===== src/rtl/spi_tx_serializer.sv =====
// SPI mode-0 transmit serializer for the LCD path: pops {D/C, payload} words and shifts them out MSB first.
// Optional macro SPI_TX_LSB_FIRST_EN adds a per-word lsb_first input selecting LSB-first shifting.
module spi_tx_serializer #(
    parameter int DATA_W  = 8,
    parameter int CLK_DIV = 1,
    parameter int CS_HOLD = 1
) (
    input  logic              clk,
    input  logic              rst_n,
    input  logic              fifo_valid,
    input  logic [DATA_W:0]   fifo_data,
    output logic              fifo_read_ready,
    input  logic              burst_en,
`ifdef SPI_TX_LSB_FIRST_EN
    input  logic              lsb_first,
`endif
    output logic              busy,
    output logic              word_done,
    output logic              CS,
    output logic              SCLK,
    output logic              D_C,
    output logic              SDA
);

    localparam int DIV_W  = (CLK_DIV > 1) ? $clog2(CLK_DIV) : 1;
    localparam int BIT_W  = $clog2(DATA_W);
    localparam int HOLD_W = (CS_HOLD > 1) ? $clog2(CS_HOLD) : 1;

    localparam logic [DIV_W-1:0]  DIV_LAST  = DIV_W'(CLK_DIV - 1);
    localparam logic [BIT_W-1:0]  BIT_FIRST = BIT_W'(DATA_W - 1);
    localparam logic [HOLD_W-1:0] HOLD_LAST = HOLD_W'(CS_HOLD - 1);

    localparam logic [1:0] IDLE     = 2'd0;
    localparam logic [1:0] SHIFT_LO = 2'd1;
    localparam logic [1:0] SHIFT_HI = 2'd2;
    localparam logic [1:0] HOLD     = 2'd3;

    logic [1:0]        state;
    logic [DIV_W-1:0]  div_cnt;
    logic [BIT_W-1:0]  bit_cnt;
    logic [HOLD_W-1:0] hold_cnt;
    logic [DATA_W-1:0] shreg;
    logic              lsb_q;
    logic              pop_lsb;
    logic              tick;
    logic              last_bit;
    logic              pop;

`ifdef SPI_TX_LSB_FIRST_EN
    assign pop_lsb = lsb_first;
`else
    assign pop_lsb = 1'b0;
`endif

    assign tick     = (div_cnt == DIV_LAST);
    assign last_bit = (bit_cnt == '0);
    assign busy     = (state != IDLE);

    // Mid-stream pop is offered only on the final falling edge of a burst word.
    assign fifo_read_ready = (state == IDLE) ||
                             ((state == SHIFT_HI) && tick && last_bit && burst_en);
    assign pop = fifo_valid && fifo_read_ready;

    always_ff @(posedge clk or negedge rst_n) begin
        if (!rst_n) begin
            state     <= IDLE;
            div_cnt   <= '0;
            bit_cnt   <= '0;
            hold_cnt  <= '0;
            shreg     <= '0;
            lsb_q     <= 1'b0;
            CS        <= 1'b1;
            SCLK      <= 1'b0;
            D_C       <= 1'b0;
            SDA       <= 1'b0;
            word_done <= 1'b0;
        end else begin
            word_done <= 1'b0;
            case (state)
                IDLE: begin
                    SCLK <= 1'b0;
                    if (pop) begin
                        shreg   <= fifo_data[DATA_W-1:0];
                        D_C     <= fifo_data[DATA_W];
                        SDA     <= pop_lsb ? fifo_data[0] : fifo_data[DATA_W-1];
                        lsb_q   <= pop_lsb;
                        CS      <= 1'b0;
                        bit_cnt <= BIT_FIRST;
                        div_cnt <= '0;
                        state   <= SHIFT_LO;
                    end
                end
                SHIFT_LO: begin
                    if (tick) begin
                        SCLK    <= 1'b1;
                        div_cnt <= '0;
                        state   <= SHIFT_HI;
                    end else begin
                        div_cnt <= div_cnt + 1'b1;
                    end
                end
                SHIFT_HI: begin
                    if (tick) begin
                        SCLK    <= 1'b0;
                        div_cnt <= '0;
                        if (!last_bit) begin
                            bit_cnt <= bit_cnt - 1'b1;
                            if (lsb_q) begin
                                shreg <= shreg >> 1;
                                SDA   <= shreg[1];
                            end else begin
                                shreg <= shreg << 1;
                                SDA   <= shreg[DATA_W-2];
                            end
                            state <= SHIFT_LO;
                        end else begin
                            word_done <= 1'b1;
                            // Burst chaining: next word loads on this same edge with CS kept low.
                            if (pop) begin
                                shreg   <= fifo_data[DATA_W-1:0];
                                D_C     <= fifo_data[DATA_W];
                                SDA     <= pop_lsb ? fifo_data[0] : fifo_data[DATA_W-1];
                                lsb_q   <= pop_lsb;
                                bit_cnt <= BIT_FIRST;
                                state   <= SHIFT_LO;
                            end else begin
                                hold_cnt <= '0;
                                state    <= HOLD;
                            end
                        end
                    end else begin
                        div_cnt <= div_cnt + 1'b1;
                    end
                end
                HOLD: begin
                    if (hold_cnt == HOLD_LAST) begin
                        CS    <= 1'b1;
                        state <= IDLE;
                    end else begin
                        hold_cnt <= hold_cnt + 1'b1;
                    end
                end
                default: state <= IDLE;
            endcase
        end
    end

endmodule


===== config.mk =====
export PLATFORM = sky130hd
export DESIGN_NAME = spi_tx_serializer
export DESIGN_NICKNAME = d
export VERILOG_FILES = /design/src/rtl/spi_tx_serializer.sv
export SDC_FILE = /design/constraint.sdc
export NUM_CORES = 1
export LEC_CHECK = 0
export CORE_UTILIZATION = 48
export CTS_CLUSTER_DIAMETER = 120
export CTS_CLUSTER_SIZE = 10
export DETAILED_ROUTE_END_ITERATION = 7
export GPL_TIMING_DRIVEN = 1
export PLACE_DENSITY = 0.76
export SLEW_MARGIN = 20
export SYNTH_ARGS = -nofsm -noshare
export SYNTH_HDL_FRONTEND = slang
export SYNTH_SLANG_ARGS = --single-unit

===== constraint.sdc =====
create_clock -name clk -period 2.1 [get_ports clk]
set_clock_uncertainty 0.1 [all_clocks]
set_input_delay 0.21 -clock clk [delete_from_list [all_inputs] [get_ports clk]]
set_output_delay 0.21 -clock clk [all_outputs]
set_load 0.02 [all_outputs]

==> run_results.csv <==
group,metric,value,unit
run_status,status,"completed",
clock_tree,cts_root_buf,"clkbuf_4",
clock_tree,cts.repair.resized,2,
routing,antenna_left,0,
global_route,grt_pass1_vias,673,
sta,fmax,515.2,MHz
global_route,grt_max_degree,18,
synthesis,synth_cell_types,32,
sta,rsz0062_at_grt,"no",
worst_setup_path,reg2reg_slack,0.16,ns
worst_setup_path,start_kind,"flop",
routing,topRoutingLayerUsed,"met4",
placed_design,routabilityCongestion,0.8216,
clock_tree,post_cts.repair.setup_buffers,0,
routing,wl_met3,81,um
synthesis,synth_seq_cells,17,
routing,routed_via_density,5.392,
clock_tree,cts_buffer_depth,2,
worst_setup_path,r2r-end,"shreg[6]$_DFFE_PN0P_",
pwr,p_leak,0.5584,nW
synthesis,synthCells,91,
synthesis,yosys_warnings,0,
global_route,antenna_found_initial,0,
worst_setup_path,endpoint,"shreg[6]$_DFFE_PN0P_",
floorplanning,rows,15,
placed_design,port_buffers,19,
sta,finalHoldViolations,0,
global_route,grt_overflow_total,0,
layout,area_growth,31.14,%
sta,min_period_over_period,92.42,%
floorplanning,start_util,52.26,%
layout,drive_gt1_share,16.95,%
floorplanning,die_w,45.59,um
sta,drv_slew,0,
routing,wl_met1,879,um
hold_path,min_path_type,"in2async",
worst_setup_path,end_kind,"flop",
layout,n_antenna_cell,0,
pwr,p_per_area,1394,nW/um^2
routing,vias,771,
synthesis,syn_nets,106,
layout,layout_common_cells,"18 x clkdlybuf4s50_1, 16 x dfrtp_1, 10 x inv_1",
job,max_cap_viol_count,0,
sta,worstMarginPinSlew,0.3718,ns
worst_setup_path,rr_startpoint,"bit_cnt[0]$_DFFE_PN0P_",
clock_tree,cts_sinks,17,
routing,dr_wl_met2,940,um
worst_setup_path,critPathKind,"reg2reg",
synthesis,synth_area_per_cell,10.02,um^2
routing,first_pass_iters,4,
floorplanning,die_h,45.59,um
global_route,grt_usage,20.28,%
layout,final_util,68.53,%
layout,nNetsFinal,134,
floorplanning,coreArea,1745,um^2
sta,setup_violations,0,
routing,wl_per_cell,13.41,um
worst_setup_path,worstPathMaxFanout,9,
sta,fin_tns_setup,0,ns
clock_tree,clk_latency,0.29,ns
clock_tree,cts_tree,"done",
worst_setup_path,setup.worst_path.start,"bit_cnt[0]$_DFFE_PN0P_",
sta,min_period,1.941,ns
synthesis,syn_area,912.1,um^2
routing,route.detailed.drc,0,
worst_setup_path,worst_ep_required_time,2.18,ns
sta,slew_headroom,75.13,%
global_route,grt_pass1_wl,2.967,mm
routing,drt_wl_total,1.918,mm
placed_design,place_hpwl,1.437,mm
pwr,vdd_drop_max,0.7648,mV
layout,final_common_cell,"clkdlybuf4s50_1",
synthesis,synth-seq-area-share,46.78,%
clock_tree,cts_max_level,1,
floorplanning,die_area,2078,um^2
clock_tree,cts_inserted_buffers,3,
clock_tree,cts_hold_repair.buffers,0,
floorplanning,io_pins,20,
worst_setup_path,rr_worst_depth,7,
worst_setup_path,crit_arrival,2.02,ns
routing,first_iter_violations,18,
clock_tree,clk_pin_slew,0.10,ns
## cell families (layout without fill, tap and decap cells)
logic type	after synthesis	count (layout)	synth area share [%]
AO/OA/AOI/OAI	25	25	20.72
buffers and inverters	15	42	7.544
adder cells (fa/ha/maj)	2	2	2.743
flip-flops	17	17	46.78
multiplexers	1	1	1.234
AND/OR/NAND/NOR	31	31	20.99
## critical path, stage by stage (launching register included)
cell and delay (ns):
dfrtp_1 0.39, inv_1 0.07, ha_1 0.21, buf_4 0.15, and2b_1 0.20, nor3_4 0.31
nor3b_1 0.10, a221o_1 0.28
## registers in the layout, summed over array words and instances, names as in the netlist
signal and flops:
shreg 7, bit_cnt 3, state 2, CS 1, D_C 1, SCLK 1, SDA 1, word_done 1
## worst min-delay path by stage
| stage | startpoint | end | depth (start not counted) |
|---|---|---|---|
| after floorplan | rst_n | D_C$_DFFE_PN0P_ | 0 |
| after global placement | bit_cnt[0]$_DFFE_PN0P_ | bit_cnt[0]$_DFFE_PN0P_ | 1 |
| after detailed placement | SCLK$_DFFE_PN0P_ | SCLK$_DFFE_PN0P_ | 1 |
| after CTS | rst_n | shreg[5]$_DFFE_PN0P_ | 2 |
| after global routing | rst_n | state[0]$_DFFE_PN0P_ | 2 |
| final | rst_n | SCLK$_DFFE_PN0P_ | 2 |
## report_power, final
group | internal [mW] | total [mW] | switching [mW] | leakage [nW]
Sequential | 0.478 | 0.597 | 0.118 | 0.203
Combinational | 0.446 | 0.891 | 0.445 | 0.337
Clock | 0.0709 | 0.179 | 0.109 | 0.0177
Total | 0.995 | 1.67 | 0.672 | 0.558
## routing by layer
metal  track usage (%)  vias up
met3             3.571        4
li1                  -      386
met4             7.273        0
met2             31.43       15
met1             28.39      366
met5                 0        -
## layout make-up
class	instances	area [um^2]
clock inverter	1	5.005
multi-input combinational	59	424.2
inverter	11	41.29
timing repair buffer	27	245.2
fill	155	549.3
clock buffer	3	22.52
tap	25	31.28
sequential	17	426.7
## synthesized netlist by cell type
cell | n | area share [%]
o21a_1 | 1 | 0.82
nand2_1 | 5 | 2.1
a221o_1 | 7 | 7.7
ha_1 | 2 | 2.7
nor3_4 | 1 | 1.8
nand3b_4 | 1 | 2.2
and2b_1 | 1 | 0.82
a31oi_1 | 1 | 0.69
o22ai_1 | 1 | 0.69
nor3_1 | 3 | 1.6
inv_2 | 1 | 0.41
buf_4 | 1 | 0.82
nor3b_1 | 4 | 3.3
nor4_1 | 1 | 0.69
o21ai_0 | 2 | 1.1
dfrtp_1 | 16 | 44
buf_6 | 1 | 1.2
buf_2 | 1 | 0.55
nand2b_1 | 2 | 1.4
a211o_1 | 3 | 2.9
a21boi_0 | 1 | 0.82
mux2_2 | 1 | 1.2
nand3_1 | 9 | 4.9
clkbuf_1 | 1 | 0.41
a21oi_2 | 1 | 0.96
dfstp_2 | 1 | 2.9
o31ai_1 | 1 | 0.82
a21oi_1 | 6 | 3.3
o22a_1 | 1 | 0.96
nor2_1 | 3 | 1.2
inv_1 | 10 | 4.1
nand2b_2 | 1 | 0.96
## metrics by stage
stage	std cells	hold WS, ns	power, mW	worst slack, ns	area [um^2]
3_5_place_dp	139	0.3672	1.495	0.04624	1166
5_1_grt	143	0.1431	1.781	0.02802	1196
2_1_floorplan	91	-0.1856	1.178	0.2059	912.1
4_1_cts	143	0.1349	1.672	0.01200	1194
3_3_place_gp	139	0.3563	1.454	0.09831	1166
6_report	143	0.1322	1.667	0.1591	1196
No activity file was read; power rests on OpenSTA's default activity.
